### config.mk
export PLATFORM = sky130hd
export DESIGN_NAME = mult_sweep_ctrl
export DESIGN_NICKNAME = d
export VERILOG_FILES = /design/src/rtl/mult_sweep_ctrl.sv
export SDC_FILE = /design/constraint.sdc
export NUM_CORES = 1
export LEC_CHECK = 0
export ABC_CLOCK_PERIOD_IN_PS = 6500
export CORE_UTILIZATION = 40
export CTS_CLUSTER_DIAMETER = 120
export DETAILED_ROUTE_END_ITERATION = 12
export PLACE_DENSITY = 0.58
export REMOVE_ABC_BUFFERS = 1
export SKIP_LAST_GASP = 1
export SLEW_MARGIN = 20
export SYNTH_ARGS = -nofsm -noshare
export SYNTH_HDL_FRONTEND = slang
export SYNTH_SLANG_ARGS = --single-unit
### constraint.sdc
create_clock -name clk -period 6.5 [get_ports clk]
set_input_delay 1.3 -clock clk [delete_from_list [all_inputs] [get_ports clk]]
set_output_delay 1.3 -clock clk [all_outputs]
set_load 0.1 [all_outputs]
### src/rtl/mult_sweep_ctrl.sv
// mult_sweep_ctrl: exhaustive operand sweep and error characterizer for an
// external signed W x W approximate multiplier. Drives every (a, b) pair with
// b as the outer loop and a as the inner loop. Each returned product is
// compared against the exact signed product. Error count, signed sum,
// absolute sum and maximum absolute error are accumulated over the sweep.
module mult_sweep_ctrl #(
  parameter int W     = 8,
  parameter int ACC_W = 40
) (
  input  logic                    clk,
  input  logic                    rst,
  input  logic                    start,
  input  logic                    hold,
  output logic [W-1:0]            a_o,
  output logic [W-1:0]            b_o,
  input  logic [2*W-1:0]          p_i,
  output logic                    busy,
  output logic                    done,
  output logic [2*W:0]            err_count,
  output logic signed [ACC_W-1:0] err_sum,
  output logic [ACC_W-1:0]        abs_err_sum,
  output logic [2*W:0]            max_abs_err
);

  // Error width: a 2W-bit product difference needs one extra bit.
  localparam int EW = 2*W + 1;

  typedef enum logic [1:0] {
    S_IDLE  = 2'd0,
    S_RUN   = 2'd1,
    S_DRAIN = 2'd2,
    S_DONE  = 2'd3
  } state_t;

  // Exact signed W x W product, widened to the error width.
  function automatic logic signed [EW-1:0] exact_prod(input logic [W-1:0] a,
                                                      input logic [W-1:0] b);
    logic signed [2*W-1:0] ax;
    logic signed [2*W-1:0] bx;
    logic signed [2*W-1:0] p;
    ax = {{W{a[W-1]}}, a};
    bx = {{W{b[W-1]}}, b};
    p  = ax * bx;
    return {p[2*W-1], p};
  endfunction

  // Sign-extend the 2W-bit approximate product to the error width.
  function automatic logic signed [EW-1:0] sext_prod(input logic [2*W-1:0] p);
    return {p[2*W-1], p};
  endfunction

  // Magnitude of an error. Unsigned EW bits hold the full range, including
  // the most negative value, so no saturation is needed.
  function automatic logic [EW-1:0] abs_err(input logic signed [EW-1:0] e);
    logic [EW-1:0] u;
    u = e;
    return e[EW-1] ? (~u + {{(EW-1){1'b0}}, 1'b1}) : u;
  endfunction

  state_t                  state_q, state_d;
  logic [W-1:0]            a_q, a_d;
  logic [W-1:0]            b_q, b_d;
  logic                    vld_p1, vld_d;
  logic signed [EW-1:0]    e_p1, e_d;
  logic [EW-1:0]           cnt_q, cnt_d;
  logic signed [ACC_W-1:0] sum_q, sum_d;
  logic [ACC_W-1:0]        asum_q, asum_d;
  logic [EW-1:0]           max_q, max_d;

  logic signed [EW-1:0]    err_p0;
  logic [EW-1:0]           abs_p1;
  logic                    last_pair;

  // Stage 0: error of the pair currently presented to the multiplier
  assign err_p0    = sext_prod(p_i) - exact_prod(a_q, b_q);
  assign last_pair = (a_q == {W{1'b1}}) && (b_q == {W{1'b1}});

  // Stage 1: magnitude of the registered error, feeding the accumulators
  assign abs_p1 = abs_err(e_p1);

  // Next-state, operand stepping, stage-1 capture and accumulation
  always_comb begin
    state_d = state_q;
    a_d     = a_q;
    b_d     = b_q;
    vld_d   = 1'b0;
    e_d     = e_p1;
    cnt_d   = cnt_q;
    sum_d   = sum_q;
    asum_d  = asum_q;
    max_d   = max_q;

    if (vld_p1) begin
      sum_d  = sum_q + {{(ACC_W-EW){e_p1[EW-1]}}, e_p1};
      asum_d = asum_q + {{(ACC_W-EW){1'b0}}, abs_p1};
      cnt_d  = cnt_q + {{(EW-1){1'b0}}, (e_p1 != '0)};
      if (abs_p1 > max_q) max_d = abs_p1;
    end

    case (state_q)
      S_IDLE, S_DONE: begin
        if (start) begin
          state_d = S_RUN;
          a_d     = '0;
          b_d     = '0;
          cnt_d   = '0;
          sum_d   = '0;
          asum_d  = '0;
          max_d   = '0;
        end
      end
      S_RUN: begin
        if (!hold) begin
          vld_d = 1'b1;
          e_d   = err_p0;
          if (last_pair) begin
            // Operands park at all-ones while the last entry drains.
            state_d = S_DRAIN;
          end else begin
            a_d = a_q + {{(W-1){1'b0}}, 1'b1};
            if (a_q == {W{1'b1}}) b_d = b_q + {{(W-1){1'b0}}, 1'b1};
          end
        end
      end
      S_DRAIN: begin
        state_d = S_DONE;
      end
      default: begin
        state_d = S_IDLE;
      end
    endcase
  end

  // Control and statistics registers; reset wins over every other input
  always_ff @(posedge clk) begin
    if (rst) begin
      state_q <= S_IDLE;
      a_q     <= '0;
      b_q     <= '0;
      vld_p1  <= 1'b0;
      cnt_q   <= '0;
      sum_q   <= '0;
      asum_q  <= '0;
      max_q   <= '0;
    end else begin
      state_q <= state_d;
      a_q     <= a_d;
      b_q     <= b_d;
      vld_p1  <= vld_d;
      cnt_q   <= cnt_d;
      sum_q   <= sum_d;
      asum_q  <= asum_d;
      max_q   <= max_d;
    end
  end

  // Stage-1 error datapath register, qualified by vld_p1
  always_ff @(posedge clk) begin
    e_p1 <= e_d;
  end

  assign a_o         = a_q;
  assign b_o         = b_q;
  assign busy        = (state_q == S_RUN) || (state_q == S_DRAIN);
  assign done        = (state_q == S_DONE);
  assign err_count   = cnt_q;
  assign err_sum     = sum_q;
  assign abs_err_sum = asum_q;
  assign max_abs_err = max_q;

endmodule

==> summary.md <==
| Metric | Value |
|---|---|
| Result of the run | complete, no violations |
| Number of flip-flops and latches in the synthesized netlist | 150 |
| Portion of total power attributed to the clock network | between 30% and 40% |
| Seq/Total Area, Yosys | about 26% |
| Setup repair after global routing missed its margin | false |
| Share of the synthesized area in compound gates (AO/OA/AOI/OAI) | between 10% and 20% |
| Wire length of the first global-routing pass | approximately 49,000 um |
| Detail-routed net length per standard cell | about 15 um |
| Number of post-CTS setup repair buffers | 0 |
| Relative contribution of sequential cells to total power | roughly 31% |
| Xor/xnor share of the synthesized area | 8.99% |
| Worst vdd rail ir drop | 0.367 mV |
| Maximum number of pins on one net before global-route repair | 72 |
| Worst-case clock skew | between 0.01 and 0.015 ns |
| Commonest cells after routing, fill and taps aside | sky130_fd_sc_hd__inv_1 (161), sky130_fd_sc_hd__clkdlybuf4s50_1 (151), sky130_fd_sc_hd__nor2_1 (149), sky130_fd_sc_hd__dfxtp_1 (132), sky130_fd_sc_hd__ha_1 (120) |
| Minimum clock period after layout | 5.19 ns |
| Fin Setup TNS | 0 ns |
| Highest Clock Rate | 193 MHz |
| Post-route antenna net violation count | 0 |
| Worst hold margin | 0.473 ns |
| Port buffer count | about 150 |
| Power per standard cell area | around 240 mW/mm^2 |
| Ys flop type | sky130_fd_sc_hd__dfxtp_1 |
| Internal Pwr Total | roughly 2.1 mW |
| Share of the clock period used by the worst path | 79.9% |
| Simple-gate portion of the synthesized area | 18.7% |
| Final layout net count | between 1,500 and 2,000 |
| RePlAce Congestion | approximately 0.86 |
| Fraction of layout instances using a drive strength above 1 | 3.50% |
| Data arrival time of the critical path | approximately 5.4 ns |
| Number of buffers added by the clock tree synthesis step | 17 |
| Post-synthesis instance total | between 1,000 and 1,500 |
| Combined area of all synthesized cells | roughly 0.012 mm^2 |
| Total half-perimeter wirelength after legalization and detailed placement | between 20,000 and 25,000 um |
| CTS clk-pin slew, worst paths | around 0.070 ns |
| Worst Max-Slew Pin Slew | around 1.1 ns |
| Number of placed instances with taps included | around 2,000 |
| Multiplexer share of the synthesized area | ~3.1% |
| Total wire length | between 20,000 and 30,000 um |
| Initial standard-cell utilization of the core | around two fifths |
| TritonCTS clock tree | built |
| Number of synthesized flops with an enable pin | 17 |
| Finish-stage setup viols | 0 |
| Critical path capture point type | flip-flop |
| Number of hold violations in the final report | 0 |
| Iteration-0 DRC Markers | around 430 |
| Number of buffers inserted for hold repair after clock tree synthesis | 0 |
| Reported leakage power | roughly 6.1 nW |
| Slew margin rel. | 28.5% |
| Level count of the clock H-tree | 4 |
| Average vias per placed instance | 5.16 |
| Final routed DRC violation total | 0 |
| Number of fillers in the final layout | 2,983 |
| Vias in the first global route | approximately 10,000 |
| Startpoint types | flip-flop |
| Largest family of logic cells by synthesized area | adder cells |
| Part of the power in combinational logic | approximately two fifths |
| CP Data Required Time | around 6.7 ns |
| Worst hold path type | flip-flop to flip-flop |
| Die span in y | between 150 and 200 um |
| Post-Synth Adder-Cell Area | a little under a quarter |
| Overall overflow remaining after global route | 0 |
| Share of flip-flops with an asynchronous set or reset | 0% |
| Sw Share | between 40% and 50% |
| Netlist cell types | 61 |
| Total Die Area | around 0.032 mm^2 |
| Total via count in the routed design | approximately 10,000 |
| Clock sink count | 150 |
| Count of final max-slew check failures | 0 |
| Core Area | ~0.03 mm^2 |
| Yosys warning count | 0 |
| Max cap viols | 0 |
| Clock latency at the later pin of the worst-skew pair | 0.44 ns |
| Overall fraction of global-route tracks in use | ~19% |
| Antenna violations before repair | 0 |
| Classification of the worst setup path | flip-flop to flip-flop |
| Average cell area after synthesis | about 8.4 um^2 |
| Most frequent standard cell in the layout excluding fill and tap cells | sky130_fd_sc_hd__inv_1 |
| Maximum number of buffers from clock root to sink | 2 |
| Non-filler instance count after layout | around 2,000 |
| Number of iterations in the first detailed-routing pass | 4 |
| Largest fanout on the critical path | 12 |
| Placement row count | 64 |
| Number of primary I/O pins | approximately 150 |
| Synthesis-to-finish area growth | 20.1% |
| Antenna diode instance count | 0 |
| Total of cells resized after clock tree synthesis | 0 |
| Horizontal die dimension | around 180 um |
| Buffer type at the clock tree root | sky130_fd_sc_hd__clkbuf_16 |
| P_sw | between 1 and 1.5 mW |
per-layer routing:
metal | GRT usage [%] | part of all wire (%) | vias up
li1 | - | - | 5216
met1 | 25.4 | 48 | 4886
met2 | 32.4 | 47 | 184
met3 | 3.49 | 4.2 | 18
met4 | 6.09 | 1.3 | 0
met5 | 0 | 0 | -
synth_stat cells, types with 9 or more instances:
master	number	area share, %
sky130_fd_sc_hd__nand3_2	9	0.73
sky130_fd_sc_hd__xor2_1	48	3.4
sky130_fd_sc_hd__o21ai_0	49	2.0
sky130_fd_sc_hd__dfxtp_1	133	22
sky130_fd_sc_hd__clkbuf_1	42	1.3
sky130_fd_sc_hd__nor2_1	149	4.5
sky130_fd_sc_hd__xnor2_1	79	5.6
sky130_fd_sc_hd__buf_1	9	0.27
sky130_fd_sc_hd__nand2_1	108	3.3
sky130_fd_sc_hd__a211oi_1	25	1.5
sky130_fd_sc_hd__nand3_1	32	1.3
sky130_fd_sc_hd__and2_1	39	2.0
sky130_fd_sc_hd__edfxtp_1	17	4.1
sky130_fd_sc_hd__nor3_1	26	1.1
sky130_fd_sc_hd__o21a_1	9	0.55
sky130_fd_sc_hd__and3_1	13	0.66
sky130_fd_sc_hd__ha_1	120	12
sky130_fd_sc_hd__a21o_1	34	2.1
sky130_fd_sc_hd__or3_1	14	0.71
sky130_fd_sc_hd__mux2i_1	37	3.0
sky130_fd_sc_hd__a21oi_1	96	3.9
sky130_fd_sc_hd__a31oi_1	9	0.45
sky130_fd_sc_hd__nand2b_1	15	0.76
sky130_fd_sc_hd__inv_1	161	4.9
sky130_fd_sc_hd__nand4_1	25	1.3
sky130_fd_sc_hd__fa_1	67	11
sky130_fd_sc_hd__nor2b_1	18	0.91
worst max-delay path, cell delays in order (launching register included):
cell and delay (ns):
sky130_fd_sc_hd__dfxtp_1 0.54, sky130_fd_sc_hd__nand2_1 0.16, sky130_fd_sc_hd__fa_1 0.54, sky130_fd_sc_hd__inv_1 0.13
sky130_fd_sc_hd__fa_1 0.51, sky130_fd_sc_hd__inv_1 0.06, sky130_fd_sc_hd__fa_1 0.49, sky130_fd_sc_hd__fa_1 0.49
sky130_fd_sc_hd__inv_1 0.05, sky130_fd_sc_hd__fa_1 0.47, sky130_fd_sc_hd__inv_1 0.04, sky130_fd_sc_hd__ha_1 0.33
sky130_fd_sc_hd__and2_1 0.20, sky130_fd_sc_hd__a31oi_1 0.22, sky130_fd_sc_hd__a31oi_1 0.19, sky130_fd_sc_hd__nand4_1 0.13
sky130_fd_sc_hd__nand4b_1 0.10, sky130_fd_sc_hd__a21oi_1 0.18, sky130_fd_sc_hd__xnor2_1 0.09
registers in the layout (all words and copies together) (netlist names):
name and count:
err_count 17, vld_p1 1, b_o 8, a_o 8, err_sum 40, max_abs_err 17, e_p1 17, state_q 2
abs_err_sum 40
area by class of cell:
| cell class | instances | area [um^2] | area share (%) |
|---|---|---|---|
| sequential | 150 | 3180 | 21.4 |
| timing repair buffer | 157 | 1560 | 10.5 |
| clock inverter | 12 | 189 | 1.27 |
| inverter | 161 | 604 | 4.07 |
| clock buffer | 20 | 457 | 3.07 |
| multi-input combinational | 1100 | 8390 | 56.4 |
| tap | 396 | 495 | 3.33 |
power groups by stage:
stage | clock network, mW | registers, mW | logic (mW)
finish | 1.10 | 1.11 | 1.42
global route | 1.17 | 1.12 | 1.55
CTS | 1.13 | 1.11 | 1.43
detailed placement | 0 | 1.13 | 1.42
global placement | 0 | 1.13 | 1.41
floorplan | 0 | 1.39 | 0.803
per-stage QoR:
step | setup slack, ns | area [um^2] | power, mW | utilization (%)
2_1_floorplan | 0.982 | 12200 | 2.20 | -
3_3_place_gp | 1.41 | 14200 | 2.54 | 46.6
3_5_place_dp | 1.30 | 14200 | 2.55 | 46.6
4_1_cts | 1.29 | 14900 | 3.67 | 48.7
5_1_grt | 0.888 | 14900 | 3.85 | 48.7
6_report | 1.31 | 14900 | 3.62 | 48.7
cell families (layout without fill, tap and decap cells):
kind of cell	after synthesis	after routing
AND/OR/NAND/NOR	472	472
AO/OA/AOI/OAI	276	276
buffers and inverters	216	350
adder cells (fa/ha/maj)	187	187
flip-flops	150	150
XOR/XNOR	127	127
multiplexers	38	38
path summary, 6_finish.rpt:
| check | from | endpoint | slack (ns) | cells past startpoint |
|---|---|---|---|---|
| setup / recovery | b_o[1]$_SDFFE_PP0P_ | e_p1[16]$_DFFE_PP_ | 1.31 | 18 |
| hold / removal | err_sum[39]$_SDFF_PP0_ | err_sum[39]$_SDFF_PP0_ | 0.47 | 2 |
| setup reg to reg | b_o[1]$_SDFFE_PP0P_ | e_p1[16]$_DFFE_PP_ | 1.31 | 18 |
| hold reg to reg | err_sum[39]$_SDFF_PP0_ | err_sum[39]$_SDFF_PP0_ | 0.47 | 2 |
Note: power is estimated with default switching activity, not from simulation.
